### src/rtl/riscv_pkg.sv
`default_nettype none
// ============================================================================
// Module      : riscv_pkg
// Description : Shared types and constants for the RV32I hazard unit:
//               forwarding select encoding, result-select code for loads,
//               and the hard-wired zero register ID.
// Revision    : 1.0 - initial release
// ============================================================================
package riscv_pkg;

  // E-stage operand source: register file, W-stage result or M-stage result
  typedef enum logic [1:0] {
    FWD_NONE = 2'b00,
    FWD_W    = 2'b01,
    FWD_M    = 2'b10
  } fwd_sel_t;

  // ResultSrcD code that marks a load instruction
  localparam logic [1:0] RESULT_MEM = 2'b01;

  // x0 is hard-wired to zero and never creates a dependency
  localparam int REG_ZERO = 0;

endpackage : riscv_pkg
`default_nettype wire

### src/rtl/riscv_hazard_unit_if.sv
`default_nettype none
// ============================================================================
// Module      : riscv_hazard_unit_if
// Description : Bundle between the pipeline datapath (master) and the hazard
//               unit (slave): D-stage register IDs and control, branch and
//               memory-ready status in; stall, flush, forward selects and
//               performance counters out.
// Revision    : 1.0 - initial release
// ============================================================================
interface riscv_hazard_unit_if
  import riscv_pkg::*;
#(
  parameter int REG_W = 5,
  parameter int CNT_W = 32
);
  logic [REG_W-1:0] Rs1D;
  logic [REG_W-1:0] Rs2D;
  logic [REG_W-1:0] RdD;
  logic             RegWriteD;
  logic [1:0]       ResultSrcD;
  logic             MemAccessD;
  logic             PCSrcE;
  logic             MemReady;

  logic             StallF;
  logic             StallD;
  logic             StallE;
  logic             StallM;
  logic             FlushD;
  logic             FlushE;
  logic             FlushW;
  fwd_sel_t         ForwardAE;
  fwd_sel_t         ForwardBE;
  logic [CNT_W-1:0] StallCnt;
  logic [CNT_W-1:0] FlushCnt;

  modport master (
    output Rs1D, Rs2D, RdD, RegWriteD, ResultSrcD, MemAccessD, PCSrcE, MemReady,
    input  StallF, StallD, StallE, StallM, FlushD, FlushE, FlushW,
    input  ForwardAE, ForwardBE, StallCnt, FlushCnt
  );

  modport slave (
    input  Rs1D, Rs2D, RdD, RegWriteD, ResultSrcD, MemAccessD, PCSrcE, MemReady,
    output StallF, StallD, StallE, StallM, FlushD, FlushE, FlushW,
    output ForwardAE, ForwardBE, StallCnt, FlushCnt
  );
endinterface : riscv_hazard_unit_if
`default_nettype wire

### src/rtl/riscv_sat_counter.sv
`default_nettype none
// ============================================================================
// Module      : riscv_sat_counter
// Description : Event counter that adds one per qualifying cycle and sticks
//               at its all-ones value instead of wrapping.
// Revision    : 1.0 - initial release
// ============================================================================
module riscv_sat_counter #(
  parameter int W = 32
) (
  input  wire logic         Clk,
  input  wire logic         reset,
  input  wire logic         inc,
  output logic [W-1:0]      count
);

  localparam logic [W-1:0] c_max = '1;

  logic [W-1:0] r_count;

  // Count qualifying cycles, holding once the maximum is reached
  always_ff @(posedge Clk) begin
    if (reset) begin
      r_count <= '0;
    end else if (inc && (r_count != c_max)) begin
      r_count <= r_count + W'(1);
    end
  end

  assign count = r_count;

endmodule : riscv_sat_counter
`default_nettype wire

### src/rtl/riscv_hazard_unit.sv
`default_nettype none
// ============================================================================
// Module      : riscv_hazard_unit
// Description : Hazard, forwarding and stall control for a 5-stage RV32I
//               pipeline. Tracks register IDs through E/M/W, raises
//               load-use / RAW interlocks, data-memory wait stalls and
//               branch flushes, and counts stall and flush cycles.
// Revision    : 1.0 - initial release
// ============================================================================
module riscv_hazard_unit
  import riscv_pkg::*;
#(
  parameter int REG_W  = 5,
  parameter int FWD_EN = 1,
  parameter int CNT_W  = 32
) (
  input  wire logic          Clk,
  input  wire logic          reset,
  riscv_hazard_unit_if.slave hz
);

  localparam logic [REG_W-1:0] c_reg_zero = REG_W'(REG_ZERO);

  // Shadow copies of instruction fields as they move through E, M and W
  logic [REG_W-1:0] r_rs1_e, r_rs2_e, r_rd_e;
  logic             r_reg_write_e, r_load_e, r_mem_access_e;
  logic [REG_W-1:0] r_rd_m;
  logic             r_reg_write_m, r_mem_access_m;
  logic [REG_W-1:0] r_rd_w;
  logic             r_reg_write_w;

  logic w_mem_stall, w_e_hits, w_m_hits, w_lw_stall, w_raw_stall;
  logic w_d_stall, w_branch;
  logic w_stall_f, w_stall_d, w_stall_e, w_stall_m;
  logic w_flush_d, w_flush_e, w_flush_w;
  fwd_sel_t w_fwd_a, w_fwd_b;
  logic [CNT_W-1:0] w_stall_cnt, w_flush_cnt;

  // Hazard detection terms seen by the instruction currently in D
  always_comb begin
    w_mem_stall = r_mem_access_m & ~hz.MemReady;
    w_e_hits    = (r_rd_e != c_reg_zero) && ((r_rd_e == hz.Rs1D) || (r_rd_e == hz.Rs2D));
    w_m_hits    = (r_rd_m != c_reg_zero) && ((r_rd_m == hz.Rs1D) || (r_rd_m == hz.Rs2D));
    w_lw_stall  = r_load_e & w_e_hits;
    // Without forwarding every pending E/M write blocks D; W is written through
    w_raw_stall = w_lw_stall | (r_reg_write_e & w_e_hits) | (r_reg_write_m & w_m_hits);
    w_d_stall   = (FWD_EN != 0) ? w_lw_stall : w_raw_stall;
    w_branch    = hz.PCSrcE & ~w_mem_stall;
  end

  // Stall/flush priority: reset, memory wait, taken branch, D interlock
  always_comb begin
    w_stall_f = 1'b0;
    w_stall_d = 1'b0;
    w_stall_e = 1'b0;
    w_stall_m = 1'b0;
    w_flush_d = 1'b0;
    w_flush_e = 1'b0;
    w_flush_w = 1'b0;
    if (reset) begin
      w_flush_d = 1'b1;
      w_flush_e = 1'b1;
      w_flush_w = 1'b1;
    end else if (w_mem_stall) begin
      // Freeze F..M; W receives a bubble so nothing retires twice
      w_stall_f = 1'b1;
      w_stall_d = 1'b1;
      w_stall_e = 1'b1;
      w_stall_m = 1'b1;
      w_flush_w = 1'b1;
    end else if (w_branch) begin
      w_flush_d = 1'b1;
      w_flush_e = 1'b1;
    end else if (w_d_stall) begin
      w_stall_f = 1'b1;
      w_stall_d = 1'b1;
      w_flush_e = 1'b1;
    end
  end

  // Operand bypass select: youngest producer (M) wins over W
  always_comb begin
    w_fwd_a = FWD_NONE;
    w_fwd_b = FWD_NONE;
    if (!reset && (FWD_EN != 0)) begin
      if (r_reg_write_m && (r_rd_m != c_reg_zero) && (r_rd_m == r_rs1_e)) begin
        w_fwd_a = FWD_M;
      end else if (r_reg_write_w && (r_rd_w != c_reg_zero) && (r_rd_w == r_rs1_e)) begin
        w_fwd_a = FWD_W;
      end
      if (r_reg_write_m && (r_rd_m != c_reg_zero) && (r_rd_m == r_rs2_e)) begin
        w_fwd_b = FWD_M;
      end else if (r_reg_write_w && (r_rd_w != c_reg_zero) && (r_rd_w == r_rs2_e)) begin
        w_fwd_b = FWD_W;
      end
    end
  end

  // Advance the tracked instruction fields unless the stage is held
  always_ff @(posedge Clk) begin
    if (reset) begin
      r_rs1_e        <= '0;
      r_rs2_e        <= '0;
      r_rd_e         <= '0;
      r_reg_write_e  <= 1'b0;
      r_load_e       <= 1'b0;
      r_mem_access_e <= 1'b0;
      r_rd_m         <= '0;
      r_reg_write_m  <= 1'b0;
      r_mem_access_m <= 1'b0;
      r_rd_w         <= '0;
      r_reg_write_w  <= 1'b0;
    end else begin
      if (!w_stall_e) begin
        if (w_flush_e) begin
          r_rs1_e        <= '0;
          r_rs2_e        <= '0;
          r_rd_e         <= '0;
          r_reg_write_e  <= 1'b0;
          r_load_e       <= 1'b0;
          r_mem_access_e <= 1'b0;
        end else begin
          r_rs1_e        <= hz.Rs1D;
          r_rs2_e        <= hz.Rs2D;
          r_rd_e         <= hz.RdD;
          r_reg_write_e  <= hz.RegWriteD;
          r_load_e       <= (hz.ResultSrcD == RESULT_MEM);
          r_mem_access_e <= hz.MemAccessD;
        end
      end
      if (!w_stall_m) begin
        r_rd_m         <= r_rd_e;
        r_reg_write_m  <= r_reg_write_e;
        r_mem_access_m <= r_mem_access_e;
      end
      if (w_flush_w) begin
        r_rd_w        <= '0;
        r_reg_write_w <= 1'b0;
      end else begin
        r_rd_w        <= r_rd_m;
        r_reg_write_w <= r_reg_write_m;
      end
    end
  end

  riscv_sat_counter #(.W(CNT_W)) u_stall_cnt (
    .Clk   (Clk),
    .reset (reset),
    .inc   (w_stall_f),
    .count (w_stall_cnt)
  );

  riscv_sat_counter #(.W(CNT_W)) u_flush_cnt (
    .Clk   (Clk),
    .reset (reset),
    .inc   (w_branch),
    .count (w_flush_cnt)
  );

  assign hz.StallF    = w_stall_f;
  assign hz.StallD    = w_stall_d;
  assign hz.StallE    = w_stall_e;
  assign hz.StallM    = w_stall_m;
  assign hz.FlushD    = w_flush_d;
  assign hz.FlushE    = w_flush_e;
  assign hz.FlushW    = w_flush_w;
  assign hz.ForwardAE = w_fwd_a;
  assign hz.ForwardBE = w_fwd_b;
  assign hz.StallCnt  = w_stall_cnt;
  assign hz.FlushCnt  = w_flush_cnt;

endmodule : riscv_hazard_unit
`default_nettype wire

### src/flat_wrapper.sv
// flat-port wrapper written by rule: the top's interface ports become plain ports
module riscv_hazard_unit_flat import riscv_pkg::*;
#(
  parameter int REG_W  = 5,
  parameter int FWD_EN = 1,
  parameter int CNT_W  = 32
)
  (Clk, reset, hz_Rs1D, hz_Rs2D, hz_RdD, hz_RegWriteD, hz_ResultSrcD, hz_MemAccessD, hz_PCSrcE, hz_MemReady, hz_StallF, hz_StallD, hz_StallE, hz_StallM, hz_FlushD, hz_FlushE, hz_FlushW, hz_ForwardAE, hz_ForwardBE, hz_StallCnt, hz_FlushCnt);
  riscv_hazard_unit_if #(.REG_W(REG_W), .CNT_W(CNT_W)) hz_i ();
  input  wire logic Clk;
  input  wire logic reset;
  input wire logic [$bits(hz_i.Rs1D)-1:0] hz_Rs1D;
  input wire logic [$bits(hz_i.Rs2D)-1:0] hz_Rs2D;
  input wire logic [$bits(hz_i.RdD)-1:0] hz_RdD;
  input wire logic [$bits(hz_i.RegWriteD)-1:0] hz_RegWriteD;
  input wire logic [$bits(hz_i.ResultSrcD)-1:0] hz_ResultSrcD;
  input wire logic [$bits(hz_i.MemAccessD)-1:0] hz_MemAccessD;
  input wire logic [$bits(hz_i.PCSrcE)-1:0] hz_PCSrcE;
  input wire logic [$bits(hz_i.MemReady)-1:0] hz_MemReady;
  output wire logic [$bits(hz_i.StallF)-1:0] hz_StallF;
  output wire logic [$bits(hz_i.StallD)-1:0] hz_StallD;
  output wire logic [$bits(hz_i.StallE)-1:0] hz_StallE;
  output wire logic [$bits(hz_i.StallM)-1:0] hz_StallM;
  output wire logic [$bits(hz_i.FlushD)-1:0] hz_FlushD;
  output wire logic [$bits(hz_i.FlushE)-1:0] hz_FlushE;
  output wire logic [$bits(hz_i.FlushW)-1:0] hz_FlushW;
  output wire logic [$bits(hz_i.ForwardAE)-1:0] hz_ForwardAE;
  output wire logic [$bits(hz_i.ForwardBE)-1:0] hz_ForwardBE;
  output wire logic [$bits(hz_i.StallCnt)-1:0] hz_StallCnt;
  output wire logic [$bits(hz_i.FlushCnt)-1:0] hz_FlushCnt;
  assign hz_i.Rs1D = hz_Rs1D;
  assign hz_i.Rs2D = hz_Rs2D;
  assign hz_i.RdD = hz_RdD;
  assign hz_i.RegWriteD = hz_RegWriteD;
  assign hz_i.ResultSrcD = hz_ResultSrcD;
  assign hz_i.MemAccessD = hz_MemAccessD;
  assign hz_i.PCSrcE = hz_PCSrcE;
  assign hz_i.MemReady = hz_MemReady;
  assign hz_StallF = hz_i.StallF;
  assign hz_StallD = hz_i.StallD;
  assign hz_StallE = hz_i.StallE;
  assign hz_StallM = hz_i.StallM;
  assign hz_FlushD = hz_i.FlushD;
  assign hz_FlushE = hz_i.FlushE;
  assign hz_FlushW = hz_i.FlushW;
  assign hz_ForwardAE = hz_i.ForwardAE;
  assign hz_ForwardBE = hz_i.ForwardBE;
  assign hz_StallCnt = hz_i.StallCnt;
  assign hz_FlushCnt = hz_i.FlushCnt;
  riscv_hazard_unit #(.REG_W(REG_W), .FWD_EN(FWD_EN), .CNT_W(CNT_W)) u_core (.Clk(Clk), .reset(reset), .hz(hz_i));
endmodule
### config.mk
export PLATFORM = sky130hd
export DESIGN_NAME = riscv_hazard_unit_flat
export DESIGN_NICKNAME = d
export VERILOG_FILES = /design/src/rtl/riscv_pkg.sv /design/src/rtl/riscv_hazard_unit_if.sv /design/src/rtl/riscv_sat_counter.sv /design/src/rtl/riscv_hazard_unit.sv /design/src/flat_wrapper.sv
export SDC_FILE = /design/constraint.sdc
export NUM_CORES = 1
export LEC_CHECK = 0
export BUFFER_PORTS_ARGS = -buffer_cell sky130_fd_sc_hd__buf_2
export CORE_MARGIN = 2
export CORE_UTILIZATION = 50
export DETAILED_ROUTE_END_ITERATION = 7
export PLACE_DENSITY = 0.8
export SYNTH_ARGS = -nofsm -noshare
export SYNTH_HDL_FRONTEND = slang
export SYNTH_SLANG_ARGS = --single-unit
### constraint.sdc
create_clock -name Clk -period 3.34 [get_ports Clk]
set_clock_uncertainty 0.15 [all_clocks]
set_input_delay 0.334 -clock Clk [delete_from_list [all_inputs] [get_ports Clk]]
set_output_delay 0.334 -clock Clk [all_outputs]
set_load 0.01 [all_outputs]
After elaboration in Yosys (flattened, before gate mapping):

Index checks and enable logic that the tools add are counted.

* bits in registers: 95
* output and inout bits: 75
* input bits: 23
* word-level logic and storage cells: 68

* $add $sub $neg: 2
* reductions and logical operators: 14
* bitwise logic cells: 5
* mux-type cells: 25
* equality and inequality tests: 9

Operators by type and width (count)
* $add 32x1->32 const B: 2
* $ne 32x32->1 const B: 2
* $eq 5x5->1: 6
* $mux 1: 18
* $mux 5: 3
* $reduce_bool 5->1: 3
* $logic_and 1x1->1: 9
* $mux 2: 4
* $and 1x1->1: 3
* $eq 2x1->1 const B: 1
* $not 1->1: 2
* $reduce_or 2->1: 1
* $logic_or 1x1->1: 1

Longest topological paths before layout:

* depth in word-level cells: 9
* mapped depth: 10
* gate-level depth less buffers: 8

Cells and area by module:

From an unflattened synthesis, not the netlist that was laid out.

* cell total of the unflattened synthesis: 549
* area, all modules: 4797.1 sq um

By module, submodules not included
* riscv_sat_counter: area an instance 1674.1 sq um, seq. area each 640.6 sq um, instances 2, cells each 199
* riscv_hazard_unit: area an instance 1448.9 sq um, seq. area each 620.6 sq um, instances 1, cells each 151

Worst setup path after synthesis:

OpenSTA, ideal clock, no wires.

* path kind: input to register
* start: input hz_MemReady
* end: register u_core.u_stall_cnt.r_count[19] (netlist: u_core.u_stall_cnt.count[19])
* data arrival time: 1.933 ns
* stages: 8
* setup time: 0.121 ns
* path slack: 1.136 ns
* required time: 3.069 ns
* cells stage by stage: nand2b_1 clkbuf_1 nand2_1 nand2b_1 o31ai_4 nand2_2 nor4_2 mux2_2

* longest elaborated chain between the ends: 8

Ends and longest elaborated chain
* from (decl): RTL line flat_wrapper.sv:19 `input wire logic [$bits(hz_i.MemReady)-1:0] hz_MemReady;`
* $not 1->1 *: RTL line riscv_hazard_unit.sv:41 `w_mem_stall = r_mem_access_m & ~hz.MemReady;`
* $and 1x1->1 *: RTL line riscv_hazard_unit.sv:41
* $not 1->1: RTL line riscv_hazard_unit.sv:48 `w_branch = hz.PCSrcE & ~w_mem_stall;`
* $and 1x1->1: RTL line riscv_hazard_unit.sv:48
* $mux 1: RTL line riscv_hazard_unit.sv:71 `end else if (w_branch) begin`
* $mux 1 *: RTL line riscv_hazard_unit.sv:64 `end else if (w_mem_stall) begin`
* $mux 1 *: RTL line riscv_hazard_unit.sv:60 `if (reset) begin`
* $logic_and 1x1->1 *: RTL line riscv_sat_counter.sv:25 `end else if (inc && (r_count != c_max)) begin`
* to (signal assigned): RTL line riscv_sat_counter.sv:26 `r_count <= r_count + W'(1);`
* to (decl): RTL line riscv_sat_counter.sv:19 `logic [W-1:0] r_count;`

Every way passes the cells marked *; elsewhere a longest branch is shown, timed or not.
A chain may end at the register's enable or synchronous reset.

Worst setup path after layout:

* start: register u_core.r_rd_m[4]
* end: output hz_ForwardAE[0]

* longest elaborated chain between the ends: 5

Ends and longest elaborated chain
* from (decl): RTL line riscv_hazard_unit.sv:27 `logic [REG_W-1:0] r_rd_m;`
* from (signal assigned): RTL line riscv_hazard_unit.sv:132 `r_rd_m <= r_rd_e;`
* $reduce_bool 5->1
* $logic_and 1x1->1: RTL line riscv_hazard_unit.sv:86 `if (r_reg_write_m && (r_rd_m != c_reg_zero) && (r_rd_m == r_rs1_e)) begin`
* $logic_and 1x1->1 *: RTL line riscv_hazard_unit.sv:86
* $mux 2 *: RTL line riscv_hazard_unit.sv:86
* $mux 2 *: RTL line riscv_hazard_unit.sv:85 `if (!reset && (FWD_EN != 0)) begin`
* to (decl): RTL line flat_wrapper.sv:27 `output wire logic [$bits(hz_i.ForwardAE)-1:0] hz_ForwardAE;`

Marks and branches as above.

==> metrics.md <==
| Metric | Value |
|---|---|
| # diodes | 0 |
| Fillers | 765 |
| Via count of the first global-routing pass | 3622 |
| Die ar. | 0.00956 mm² |
| Total power | approximately 2 mW |
| Syn_nets | 533 |
| Core ar. | 0.00864 mm² |
| Die Height | 97.8 µm |
| Reg2Reg Depth | 8 |
| Reg2reg start | u_core.r_rd_e[0]$_SDFFE_PP0N_ |
| Sinks on the clock net | 95 |
| Worst hold-check path type | input pin to flop |
| Clk buf depth | 2 |
| # IOs | 98 |
| Placer Congestion | 0.824 |
| Flops & latches, synth | 95 |
| Drt drc | 0 |
| CP arrival | 2.34 ns |
| IO Port Bufs | 97 |
| CP required | 2.86 ns |
| Total leakage power | 2.21 nW |
| Total grt overflow | 0 |
| Slew HR | 51.7% |
| Yosys cell types | 43 |
| Starting Density | 50.9% |
| Setup CP Type | flop to primary output |
| Total CTS buffers | 9 |
| CP Max Fanout | 5 |
| Clk root buf | clkbuf_8 |
| Largest net degree at the start of global routing | 75 |
| Sequential fraction of the synthesis area | 43.3% |
| CTS tree | built |
| Detailed Place HPWL | 7500 µm |
| Hold depth | 2 |
| Reg2Reg Capture Point | u_core.u_stall_cnt.count[16]$_SDFFE_PP0P_ |
| Rows | 34 |
| Worst-Margin Slew | 0.724 ns |
| Compound-Gate Fraction of Synth Area | 7.74% |
| Max Slew Vio Count | 0 |
| Post-CTS sizing | 0 |
| Final WS setup | 0.518 ns |
| RSZ-0062 raised after global routing | false |
| Final core occ | 59.6% |
| Final TNS setup | 0 ns |
| Vias per Instance | 5.44 |
| Hold wc startpoint | hz_RdD[1] |
| Final setup fails | 0 |
| Total track usage | a little over a fifth |
| Layout Nets | 624 |
| DRT Wirelength | roughly 10000 µm |
| Antenna-violating nets left | 0 |
| Largest family of logic cells by synthesized area | simple AND/OR/NAND/NOR gates |
| Die Wd | 97.8 µm |
| YS warnings | 0 |
| Synth Cell Area | 0.00440 mm² |
| Post-synthesis mux area share | 0.740% |
| Wire length of the first global-routing pass | 17000 µm |
| Vias after detailed routing | 3873 |
| Worst Hold End | u_core.r_rd_e[1]$_SDFFE_PP0N_ |
| DRT iter0 DRCs | 185 |
| R2r setup slk | 0.67 ns |
| First-pass DRT Iterations | 4 |
| Clock transition at path regs | 0.09 ns |
| Pre-CTS setup slack | 0.667 ns |
| Postcts setup bufs | 0 |
| VDD IR-drop max | around 240 µV |
| Share of cells above drive strength 1 | 21.4% |
| Kind of start point of the critical path | flop |
| Final Hold Viols | 0 |
| Post-synthesis area per instance | 8.65 µm² |
| H-tree depth | 3 |
| Layout area overhead | 17.2% |
| Fin crit share | between 80% and 90% |
| Antenna violations before repair | 0 |
| Routed WL per cell | between 10 and 15 µm |
| XOR/XNOR Fraction of Synth Area | 16.3% |
| Peak Freq | roughly 350 MHz |
| Max Cap Viol | 0 |
| Outcome | complete, no violations |
| Kind of end point of the critical path | primary output |
| Synth Area in Adders | less than 1% |
| Post-Synth Simple-Gate Area | roughly 28% |
| Mapped Cells | 508 |
| Post-route minimum period | 2.82 ns |
| Post-CTS Hold Buffers | 0 |
| Clk_lat worst skew | ~0.35 ns |
| PwrDens | a little under 400 mW/mm² |
==> synthesized netlist by cell type (all sizes together) <==
cell type  instances  area [µm²]
dfxtp             95        1900
nor2              76         288
xor2              65         569
nand2             46         178
nand3             35         175
nand4             21         131
a22o              17         149
xnor2             17         149
a21oi             13        65.1
nor3              13        70.1
clkbuf            12        45.0
buf               11        62.6
and3              10        62.6
o21ai             10        53.8
and4               8        70.1
nor4               8        56.3
nor2b              7        43.8
and2               6        37.5
inv                5        18.8
or3                5        31.3
or4                5        37.5
nand2b             4        25.0
o31ai              3        36.3
a211oi             2        15.0
ha                 2        25.0
mux2               2        22.5
nand4b             2        17.5
a22oi              1        7.51
a31oi              1        6.26
and3b              1        8.76
and4b              1        10.0
clkinv             1        3.75
mux2i              1        10.0
o21bai             1        7.51
or2                1        6.26
==> worst max-delay path by stage <==
stage / start / to / slack, ns / cells after the start
floorplan: hz_MemReady / u_core.u_stall_cnt.count[19]$_SDFFE_PP0P_ / 1.14 / 8
global placement: hz_Rs1D[2] / u_core.u_stall_cnt.count[22]$_SDFFE_PP0P_ / 0.77 / 9
detailed placement: hz_Rs1D[2] / u_core.u_stall_cnt.count[22]$_SDFFE_PP0P_ / 0.67 / 9
CTS: u_core.r_rd_m[4]$_SDFFE_PP0N_ / hz_ForwardAE[0] / 0.51 / 5
global route: u_core.r_rd_m[4]$_SDFFE_PP0N_ / hz_ForwardAE[0] / 0.38 / 5
finish: u_core.r_rd_m[4]$_SDFFE_PP0N_ / hz_ForwardAE[0] / 0.52 / 5
==> state kept, by name (all words and copies together) (netlist names) <==
name and flops:
u_core.r_rd_w 5, u_core.u_stall_cnt.count 32, u_core.r_rs2_e 5, u_core.r_reg_write_w 1
u_core.r_mem_access_m 1, u_core.r_rd_e 5, u_core.u_flush_cnt.count 32, u_core.r_load_e 1
u_core.r_reg_write_m 1, u_core.r_mem_access_e 1, u_core.r_rd_m 5, u_core.r_rs1_e 5
u_core.r_reg_write_e 1
==> cells by family after synthesis <==
| group | after synthesis |
|---|---|
| DFF | 95 |
| adders and majority gates | 2 |
| and+or+nand+nor | 249 |
| buffers and inverters | 29 |
| AOI/OAI and AO/OA | 48 |
| xor gates and xnor gates | 82 |
| muxes | 3 |
==> layout make-up <==
cell class	instances	area (µm²)	area share (%)
clock buffers	9	124	2.40
clock inverters	7	72.6	1.41
inverters	6	22.5	0.437
multi-input cells	384	2360	45.9
flip-flops and latches	95	1900	36.9
well taps	108	135	2.62
repair buffers	103	531	10.3
==> report_power, final <==
| group | leakage [nW] | internal [mW] | switching (mW) |
|---|---|---|---|
| Clock | 0.0956 | 0.347 | 0.403 |
| Sequential | 0.769 | 1.15 | 0.0218 |
| Combinational | 1.35 | 0.0478 | 0.0611 |
| Total | 2.21 | 1.54 | 0.486 |
==> critical path, stage by stage (launching register included) <==
cell and delay (ns):
dfxtp_1 0.37, or4_1 0.53, o21ai_0 0.43, nor3_1 0.14, nor4_1 0.34, buf_2 0.19
==> routing by layer <==
layer	track usage, %	wire length, µm
met2	35.0	4800
met5	0	0
met4	7.80	111
met3	3.94	559
met1	28.4	4700
==> layout by cell type, fill, tap and decap left out, drive strengths merged, types with 3 or more instances in the layout <==
| cell type | Yosys | layout |
|---|---|---|
| nand3 | 35 | 35 |
| nor2 | 76 | 76 |
| nand2 | 46 | 46 |
| and3 | 10 | 10 |
| inv | 5 | 6 |
| xnor2 | 17 | 17 |
| buf | 11 | 103 |
| or3 | 5 | 5 |
| o31ai | 3 | 3 |
| o21ai | 10 | 10 |
| dfxtp | 95 | 95 |
| xor2 | 65 | 65 |
| nand4 | 21 | 21 |
| clkinv | 1 | 4 |
| or4 | 5 | 5 |
| a21oi | 13 | 13 |
| clkbuf | 12 | 9 |
| nor4 | 8 | 8 |
| and2 | 6 | 6 |
| a22o | 17 | 17 |
| nor3 | 13 | 13 |
| and4 | 8 | 8 |
| nand2b | 4 | 4 |
| nor2b | 7 | 7 |
==> stage by stage <==
stage | hold WS (ns) | cell area (µm²) | instances
2_1_floorplan | 0.287 | 4400 | 508
3_3_place_gp | 0.308 | 4950 | 696
3_5_place_dp | 0.308 | 4950 | 696
4_1_cts | 0.0251 | 5150 | 712
5_1_grt | 0.0330 | 5150 | 712
6_report | 0.0377 | 5150 | 712
Note: power is estimated with default switching activity, not from simulation.
